**src/rtl/reg_file_pkg.sv**
```systemverilog
// Purpose : shared types and default widths for the writeback register file.
// Contents: DATA_W/ADDR_W defaults, clear-sequencer state enum, word/address types.
// Config  : none here; forwarding is selected in reg_file.sv by REG_FILE_BYPASS_EN.
package reg_file_pkg;

    localparam int DATA_W_DEF = 16;
    localparam int ADDR_W_DEF = 3;

    typedef enum logic [1:0] {
        IDLE  = 2'd0,
        CLEAR = 2'd1,
        DONE  = 2'd2
    } clr_state_t;

    typedef logic [DATA_W_DEF-1:0] word_t;
    typedef logic [ADDR_W_DEF-1:0] addr_t;

endpackage

```
**src/rtl/reg_file_clr_fsm.sv**
```systemverilog
// Purpose : clear sequencer; walks an index over every register, zeroing one per cycle.
// Latency : busy rises one edge after clr_req is sampled; 2**ADDR_W busy cycles, then a 1-cycle clr_done.
// Backpr. : none; clr_req is ignored while a clear is in progress or completing.
// Ports   : clk, rst_n (async active-low), clr_req in; busy, clr_done, clr_we, clr_idx out.
module reg_file_clr_fsm
    import reg_file_pkg::*;
#(
    parameter int ADDR_W = ADDR_W_DEF
) (
    input  logic              clk,
    input  logic              rst_n,
    input  logic              clr_req,
    output logic              busy,
    output logic              clr_done,
    output logic              clr_we,
    output logic [ADDR_W-1:0] clr_idx
);

    // Last index to clear; the counter is exactly ADDR_W bits so it cannot overshoot.
    localparam logic [ADDR_W-1:0] LAST_IDX = '1;

    clr_state_t        state_q, state_d;
    logic [ADDR_W-1:0] idx_q, idx_d;

    always_ff @(posedge clk or negedge rst_n) begin
        if (!rst_n) begin
            state_q <= IDLE;
            idx_q   <= '0;
        end else begin
            state_q <= state_d;
            idx_q   <= idx_d;
        end
    end

    always_comb begin
        state_d  = state_q;
        idx_d    = idx_q;
        busy     = 1'b0;
        clr_done = 1'b0;
        clr_we   = 1'b0;
        case (state_q)
            IDLE: begin
                if (clr_req) begin
                    state_d = CLEAR;
                    idx_d   = '0;
                end
            end
            CLEAR: begin
                busy   = 1'b1;
                clr_we = 1'b1;
                idx_d  = idx_q + 1'b1;
                if (idx_q == LAST_IDX) begin
                    state_d = DONE;
                end
            end
            DONE: begin
                // clr_req is not sampled here; a held request restarts from IDLE.
                clr_done = 1'b1;
                state_d  = IDLE;
            end
            default: begin
                state_d = IDLE;
            end
        endcase
    end

    assign clr_idx = idx_q;

endmodule

```
**src/rtl/reg_file.sv**
```systemverilog
// Purpose : 2**ADDR_W x DATA_W writeback register file, two combinational read ports, sequenced clear.
// Latency : write visible on reads one cycle after the edge (same cycle when REG_FILE_BYPASS_EN is defined).
// Backpr. : none; writes presented while busy are dropped, not stalled.
// Ports   : clk, rst_n; we/waddr/wdata write port; raddr_a/rdata_a, raddr_b/rdata_b read ports;
//           clr_req in, busy/clr_done out.
// Config  : define REG_FILE_BYPASS_EN for write-to-read forwarding. ZERO_REG=1 hardwires R0 to zero.
module reg_file
    import reg_file_pkg::*;
#(
    parameter int DATA_W   = DATA_W_DEF,
    parameter int ADDR_W   = ADDR_W_DEF,
    parameter bit ZERO_REG = 1'b1
) (
    input  logic              clk,
    input  logic              rst_n,
    input  logic              we,
    input  logic [ADDR_W-1:0] waddr,
    input  logic [DATA_W-1:0] wdata,
    input  logic [ADDR_W-1:0] raddr_a,
    input  logic [ADDR_W-1:0] raddr_b,
    output logic [DATA_W-1:0] rdata_a,
    output logic [DATA_W-1:0] rdata_b,
    input  logic              clr_req,
    output logic              busy,
    output logic              clr_done
);

    localparam int NREGS = 2**ADDR_W;

    logic [DATA_W-1:0] regs_q [NREGS];
    logic [DATA_W-1:0] regs_d [NREGS];
    logic              clr_we;
    logic [ADDR_W-1:0] clr_idx;
    logic              wr_en;

    reg_file_clr_fsm #(
        .ADDR_W (ADDR_W)
    ) u_clr_fsm (
        .clk      (clk),
        .rst_n    (rst_n),
        .clr_req  (clr_req),
        .busy     (busy),
        .clr_done (clr_done),
        .clr_we   (clr_we),
        .clr_idx  (clr_idx)
    );

    // A write commits only when no clear is running and it does not target a hardwired R0.
    assign wr_en = we && !busy && !(ZERO_REG && (waddr == '0));

    always_comb begin
        regs_d = regs_q;
        if (clr_we) begin
            regs_d[clr_idx] = '0;
        end else if (wr_en) begin
            regs_d[waddr] = wdata;
        end
    end

    always_ff @(posedge clk or negedge rst_n) begin
        if (!rst_n) begin
            for (int i = 0; i < NREGS; i++) begin
                regs_q[i] <= '0;
            end
        end else begin
            regs_q <= regs_d;
        end
    end

    // wr_en already excludes R0, so forwarding never leaks data onto a zero register.
    always_comb begin
        rdata_a = regs_q[raddr_a];
        if (ZERO_REG && (raddr_a == '0)) begin
            rdata_a = '0;
        end
`ifdef REG_FILE_BYPASS_EN
        if (wr_en && (raddr_a == waddr)) begin
            rdata_a = wdata;
        end
`endif
    end

    always_comb begin
        rdata_b = regs_q[raddr_b];
        if (ZERO_REG && (raddr_b == '0)) begin
            rdata_b = '0;
        end
`ifdef REG_FILE_BYPASS_EN
        if (wr_en && (raddr_b == waddr)) begin
            rdata_b = wdata;
        end
`endif
    end

endmodule

```
**config.mk**
```make
export PLATFORM = sky130hd
export DESIGN_NAME = reg_file
export DESIGN_NICKNAME = d
export VERILOG_FILES = /design/src/rtl/reg_file_pkg.sv /design/src/rtl/reg_file_clr_fsm.sv /design/src/rtl/reg_file.sv
export SDC_FILE = /design/constraint.sdc
export NUM_CORES = 1
export LEC_CHECK = 0
export CAP_MARGIN = 10
export CORE_AREA = 3 3 106 108
export DETAILED_ROUTE_END_ITERATION = 10
export DIE_AREA = 0 0 109 111
export PLACE_DENSITY_LB_ADDON = 0.1
export RECOVER_POWER = 25
export SYNTH_ARGS = -nofsm -noshare
export SYNTH_HDL_FRONTEND = slang
export SYNTH_SLANG_ARGS = --single-unit
```
**constraint.sdc**
```tcl
create_clock -name clk -period 2.4 [get_ports clk]
set_input_delay 0.24 -clock clk [delete_from_list [all_inputs] [get_ports clk]]
set_output_delay 0.24 -clock clk [all_outputs]
set_load 0.02 [all_outputs]
```
==> impl_metrics.csv, run 1 <==
group,metric,value,unit
status,status,"finished with violations",
status,violations,"max-capacitance violations, max-slew violations",
floorplanning,start_util,59.8,%
sta,rsz0062_at_grt,"false",
clock_tree,root_buffer,"clkbuf_8",
routing,viasPerCell,7.07,
setup_path,max_stage_delay,0.51,ns
yosys,yosys-top-cells-area,"dfrtp_1, a22o_1, mux4_2",
setup_path,cp_slowest_cell,"clkdlybuf4s50_1",
yosys,synthCells,473,
sta,clock.fmax,428,MHz
setup_path,crit_buf_inv,4,
routing,drtIter0Drc,579,
setup_path,crit_path_start_kind,"primary input",
min_path,hold_depth,3,
yosys,synth_edf_count,0,
clock_tree,clkTransAtPathRegs,0.06,ns
clock_tree,cts_sinks,117,
setup_path,path_max_fanout,7,
sta,tightestPinTransition,1.65,ns
grt,grt_max_degree,50,
clock_tree,cts_setup_buffers,0,
setup_path,worstPathArrival,2.10,ns
pwr,power_density,1140,nW/um^2
placed_design,port_buffers,62,
grt,grt_pass1_wl,29800,um
pwr,clkPwrFrac,29.5,%
routing,routed_wl,18800,um
layout,area_growth,25.7,%
sta,clock_skew,0.00778,ns
routing,wl_per_cell,26.7,um
floorplanning,die_w,109,um
pwr,pwr-share-seq,37.8,%
setup_path,reg2reg_to,"regs_q[106]",
clock_tree,numCtsBuffers,17,
setup_path,r2r_slack,0.42,ns
grt,grtUsageTotal,33.1,%
setup_path,worstSetupPathType,"primary input to primary output",
setup_path,crit_required,2.16,ns
layout,antenna_cells,0,
yosys,synth-seq-area-share,47.4,%
pwr,p_sw_share,33.1,%
setup_path,crit_top_cell,"buf_4",
pwr,intPower,5.91,mW
routing,postRouteAntennaNets,0,
floorplanning,rows,37,
floorplanning,die_height,111,um
placed_design,post-dp-hpwl,11900,um
grt,grt_pass1_vias,5174,
clock_tree,htreeDepth,4,
placed_design,gp_congestion,0.832,
sta,final.period_utilization,97.4,%
yosys,syn-mean-instance-area,13.1,um^2
yosys,syn_nets,504,
layout,final_common_cell,"dfrtp_1",
yosys,synth_warnings,0,
min_path,hold_class,"primary input to register",
layout,final_nets,585,
sta,setup_violations,0,
setup_path,r2r_cells,3,
yosys,yosysTopAreaCellShare,47.4,%
floorplanning,core,10300,um^2
clock_tree,clock_latency,0.53,ns
pwr,pwr-share-comb,32.7,%
routing,drc,0,
routing,vias,4972,
pwr,power,8.85,mW
setup_path,crit_chain,"clkdlybuf4s50_1 -> buf_4 -> buf_4 -> mux2_2 -> a221oi_1 -> a21oi_1 -> dlygate4sd2_1",
sta,fin_setup_tns,0,ns
yosys,syn-cell-area,6170,um^2
setup_path,path_delay_family,"buffers and inverters",
clock_tree,cts_tree,"yes",
layout,drive_gt1_share,27.0,%
sta,period_needed,2.34,ns
yosys,synth_cell_type_count,34,
min_path,hold_end,"u_clr_fsm.state_q[0]",
pwr,power.switching,2.93,mW
grt,antenna_found_initial,0,
sta,maxSlewViolCount,28,
yosys,async_reset_ff_share,100,%
sta,finalHoldViolCount,0,
floorplanning,io_pins,63,
clock_tree,cts_buffer_depth,2,
yosys,synth_top_area_cell,"dfrtp_1",
yosys,ys_seq_elements,117,
yosys,synth_flop_cell,"dfrtp_1",
routing,first_pass_iters,5,
setup_path,end_kind,"primary output",
setup_path,r2r_start,"u_clr_fsm.state_q[1]",
min_path,hp-start,"clr_req",
grt,overflow,0,
pwr,p_leak,3.61,nW
pwr,peakVddDrop,0.000869,V
layout,final_cell_mix,"dfrtp_1, a22o_1, mux4_2",
sta,slew_headroom,-9.84,%
flow_run,drv_cap,1,
floorplanning,die-area,12100,um^2
==> worst register-to-register path: stages, from the launching register on <==
cell      delay, ns
dfrtp_1        0.41
nand2b_1       0.26
a32oi_2        0.97
a22o_1         0.27
==> cells in the mapped netlist (7+ instances only) <==
cell,n
o21ai_0,16
mux2_2,31
nand2_1,16
dfrtp_1,117
a32oi_2,7
a21oi_1,17
mux4_2,32
a221oi_1,15
a22oi_1,16
a22o_1,114
clkbuf_1,10
buf_2,22
inv_1,15
==> what timing repair did <==
action                                  in CTS  in global routing
hold buffers                                 1                  0
endpoints found under the setup margin      31                  2
hold endpoints to repair                    25                  0
resized for setup                           31                  2
==> power by group through the flow <==
| stage | combinational [mW] | clock [mW] | sequential [mW] |
|---|---|---|---|
| floorplan | 2.04 | 0 | 3.10 |
| global placement | 2.89 | 0 | 3.26 |
| detailed placement | 2.97 | 0 | 3.31 |
| CTS | 2.90 | 2.63 | 3.30 |
| global route | 3.11 | 2.73 | 3.41 |
| finish | 2.89 | 2.61 | 3.34 |
==> stage by stage <==
| stage | cell area, um^2 | cells | util (%) | setup WS [ns] | hold slack, ns |
|---|---|---|---|---|---|
| 3_5_place_dp | 7170 | 670 | 69.5 | -0.155 | 0.182 |
| 6_report | 7760 | 703 | 75.2 | 0.0626 | 0.451 |
| 3_3_place_gp | 7170 | 670 | 69.5 | -0.141 | 0.179 |
| 4_1_cts | 7750 | 703 | 75.1 | 0.0616 | 0.168 |
| 2_1_floorplan | 6170 | 473 | - | 0.642 | -0.0556 |
| 5_1_grt | 7760 | 703 | 75.2 | 0.0186 | 0.497 |
==> logic make-up (layout without fill, tap and decap cells) <==
| kind of cell | count (synthesis) | in the layout | synth area share [%] |
|---|---|---|---|
| AO/OA/AOI/OAI | 189 | 189 | 25.3 |
| flip-flops | 117 | 117 | 47.4 |
| multiplexers | 64 | 64 | 17.5 |
| buffers and inverters | 61 | 155 | 5.17 |
| AND/OR/NAND/NOR | 40 | 40 | 4.26 |
| adder cells (fa/ha/maj) | 2 | 2 | 0.405 |
==> flip-flops by register name, summed over array words and instances (netlist names) <==
signal,count
regs_q,112
u_clr_fsm.clr_idx,3
u_clr_fsm.state_q,2
==> routing by layer <==
metal	wire length [um]	global-route usage (%)	part of all wire, %
met5	0	0	0
met1	7560	45.4	40
met2	9110	50.7	49
met4	393	11.3	2.1
met3	1720	9.14	9.2
==> area by class of cell <==
type | count | area [um^2]
timing repair buffer | 106 | 1050
tap | 136 | 170
fill | 680 | 2560
clock inverter | 8 | 120
clock buffer | 24 | 490
multi-input combinational | 295 | 2930
inverter | 17 | 66.3
sequential | 117 | 2930
==> worst max path at each step <==
stage | from | endpoint | slack [ns] | cells after the start
floorplan | raddr_b[0] | rdata_b[10] | 0.64 | 5
global placement | raddr_a[1] | rdata_a[8] | -0.14 | 8
detailed placement | raddr_a[1] | rdata_a[4] | -0.15 | 7
CTS | raddr_a[1] | rdata_a[4] | 0.06 | 7
global route | raddr_a[1] | rdata_a[11] | 0.02 | 8
finish | raddr_a[1] | rdata_a[4] | 0.06 | 7
Power figures use the tool's default switching activity.
==> run 2, diff against run 1 <==
--- a/config.mk
+++ b/config.mk
@@ -11,6 +11,7 @@
 export DIE_AREA = 0 0 109 111
 export PLACE_DENSITY_LB_ADDON = 0.1
 export RECOVER_POWER = 25
+export SLEW_MARGIN = 10
 export SYNTH_ARGS = -nofsm -noshare
 export SYNTH_HDL_FRONTEND = slang
 export SYNTH_SLANG_ARGS = --single-unit
==> constraint.sdc (replaced) <==
create_clock -name clk -period 2.98 [get_ports clk]
set_input_delay 0.298 -clock clk [delete_from_list [all_inputs] [get_ports clk]]
set_output_delay 0.298 -clock clk [all_outputs]
set_load 0.02 [all_outputs]
==> run 2 against run 1 <==
  * The run still ends with max-capacitance violations, max-slew violations left
  * Register-to-register slack better by 0.69 ns
  * Utilization down 1.6 points
  * Worst setup slack better by 0.20 ns
  * Critical path depth down 1
  * Clock-buffer cell count down 5
  * Sequential cell count unchanged
  * Cell area down 2.2%
  * Via count down 0.50%
  * Power down 19%
  * Routed wire length down 0.89%
  * Combinational power down 18%
==> impl_metrics.csv, run 2 (synthesized netlist as in run 1, its figures left out) <==
group,metric,value,unit
status,status,"finished with violations",
status,violations,"max-capacitance violations, max-slew violations",
grt,overflow,0,
layout,finalNonFillerCells,692,
floorplanning,core,10300,um^2
setup_path,r2r_cells,4,
routing,drtIter0Drc,461,
placed_design,port_buffers,62,
routing,postRouteAntennaNets,0,
setup_path,critPathCapture,"rdata_b[8]",
pwr,power_density,944,nW/um^2
floorplanning,die_w,109,um
placed_design,post-dp-hpwl,11300,um
clock_tree,cts_buffer_depth,2,
min_path,hold_class,"primary input to register",
sta,finalHoldViolCount,0,
clock_tree,numCtsBuffers,17,
sta,rsz0062_at_grt,"false",
setup_path,crit_required,2.68,ns
sta,slew_headroom,-4.32,%
grt,grt_pass1_wl,29800,um
pwr,peakVddDrop,0.000614,V
placed_design,gp_congestion,0.822,
setup_path,crit_path_start_kind,"primary input",
floorplanning,die-area,12100,um^2
layout,largest_reg_flops,112,
layout,final_nets,574,
grt,antenna_found_initial,0,
clock_tree,htreeDepth,4,
clock_tree,clock_latency,0.54,ns
sta,fin_ws,0.260,ns
setup_path,crit_path_start,"raddr_b[1]",
floorplanning,rows,37,
pwr,pwr-share-seq,37.2,%
grt,grt_pass1_vias,5185,
layout,final_cell_mix,"dfrtp_1, a22o_1, clkdlybuf4s50_1, mux4_2, mux2_2",
pwr,intPower,4.81,mW
clock_tree,cts_sinks,117,
clock_tree,post_cts_resized,0,
pwr,power.switching,2.36,mW
clock_tree,root_buffer,"clkbuf_8",
placed_design,place_inst,659,
routing,wl_per_cell,26.9,um
setup_path,end_kind,"primary output",
setup_path,worstPathArrival,2.42,ns
placed_design,placed_area,6980,um^2
routing,drc,0,
floorplanning,io_pins,63,
sta,fin_setup_tns,0,ns
routing,routed_wl,18600,um
routing,vias,4947,
setup_path,worstSetupPathType,"primary input to primary output",
grt,grtUsageTotal,33.1,%
pwr,p_sw_share,32.9,%
pwr,p_leak,3.37,nW
layout,antenna_cells,0,
setup_path,r2r_start,"u_clr_fsm.state_q[0]",
layout,regMostFlops,"regs_q",
layout,final_common_cell,"dfrtp_1",
sta,clock.fmax,368,MHz
setup_path,reg2reg_to,"regs_q[23]",
clock_tree,cts_tree,"yes",
sta,clock_skew,0.00333,ns
setup_path,r2r_slack,1.11,ns
sta,tightestPinTransition,1.56,ns
grt,grt_max_degree,62,
floorplanning,start_util,59.8,%
flow_run,drv_cap,1,
clock_tree,clkTransAtPathRegs,0.06,ns
pwr,pwr-share-comb,32.9,%
layout,drive_gt1_share,25.7,%
sta,period_needed,2.72,ns
sta,final.period_utilization,91.3,%
routing,viasPerCell,7.15,
layout,fillers,689,
layout,design_area,7590,um^2
pwr,power,7.16,mW
pwr,clkPwrFrac,29.9,%
sta,setup_violations,0,
routing,first_pass_iters,5,
placed_design,dp_slack,0.261,ns
floorplanning,die_height,111,um
layout,area_growth,22.9,%
sta,maxSlewViolCount,62,
setup_path,path_max_fanout,21,
-- run 2: per-layer routing --
metal	up-vias	GRT usage (%)	part of all wire, %
met5	-	0	0
met4	0	17.9	4.0
met3	71	7.98	8.7
met2	286	47.9	47
met1	2555	45.9	41
li1	2035	-	-
-- run 2: power groups by stage --
stage,registers (mW),clock network (mW),logic (mW)
final,2.66,2.14,2.36
after global routing,2.73,2.25,2.52
after CTS,2.64,2.16,2.36
after detailed placement,2.65,0,2.34
after global placement,2.61,0,2.28
after floorplan,2.50,0,1.65
-- run 2: how the worst min path moves through the flow --
stage / startpoint / end / cells after the start
after global routing: regs_q[74] / regs_q[74] / 1
final: clr_req / u_clr_fsm.state_q[0] / 3
after detailed placement: rst_n / regs_q[64] / 1
after CTS: rst_n / regs_q[64] / 2
after global placement: rst_n / regs_q[64] / 1
after floorplan: rst_n / regs_q[0] / 0
-- run 2: cell type report --
cell class / instances / area, um^2 / share of cell area (%)
Tap cell: 136 / 170 / 2.24
Clock inverter: 13 / 180 / 2.37
Timing Repair Buffer: 95 / 881 / 11.6
Inverter: 17 / 66.3 / 0.874
Clock buffer: 19 / 442 / 5.82
Sequential cell: 117 / 2930 / 38.6
Multi-Input combinational cell: 295 / 2920 / 38.5
-- run 2: what timing repair did --
action                                  CTS  global route
hold buffers                              1             0
buffers inserted                          0             0
hold endpoints to repair                 60             0
endpoints found under the setup margin    0             0
-- run 2: worst max-delay path: stages --
cell	delay [ns]
clkdlybuf4s50_1	0.51
buf_4	0.36
mux2_2	0.38
a22oi_1	0.15
o21ai_0	0.14
clkdlybuf4s50_1	0.57
-- run 2: through the flow --
stage          utilization [%]  hold slack [ns]
2_1_floorplan                -          0.00241
3_3_place_gp              67.6            0.427
3_5_place_dp              67.6            0.436
4_1_cts                   73.7            0.411
5_1_grt                   73.5            0.534
6_report                  73.5            0.497
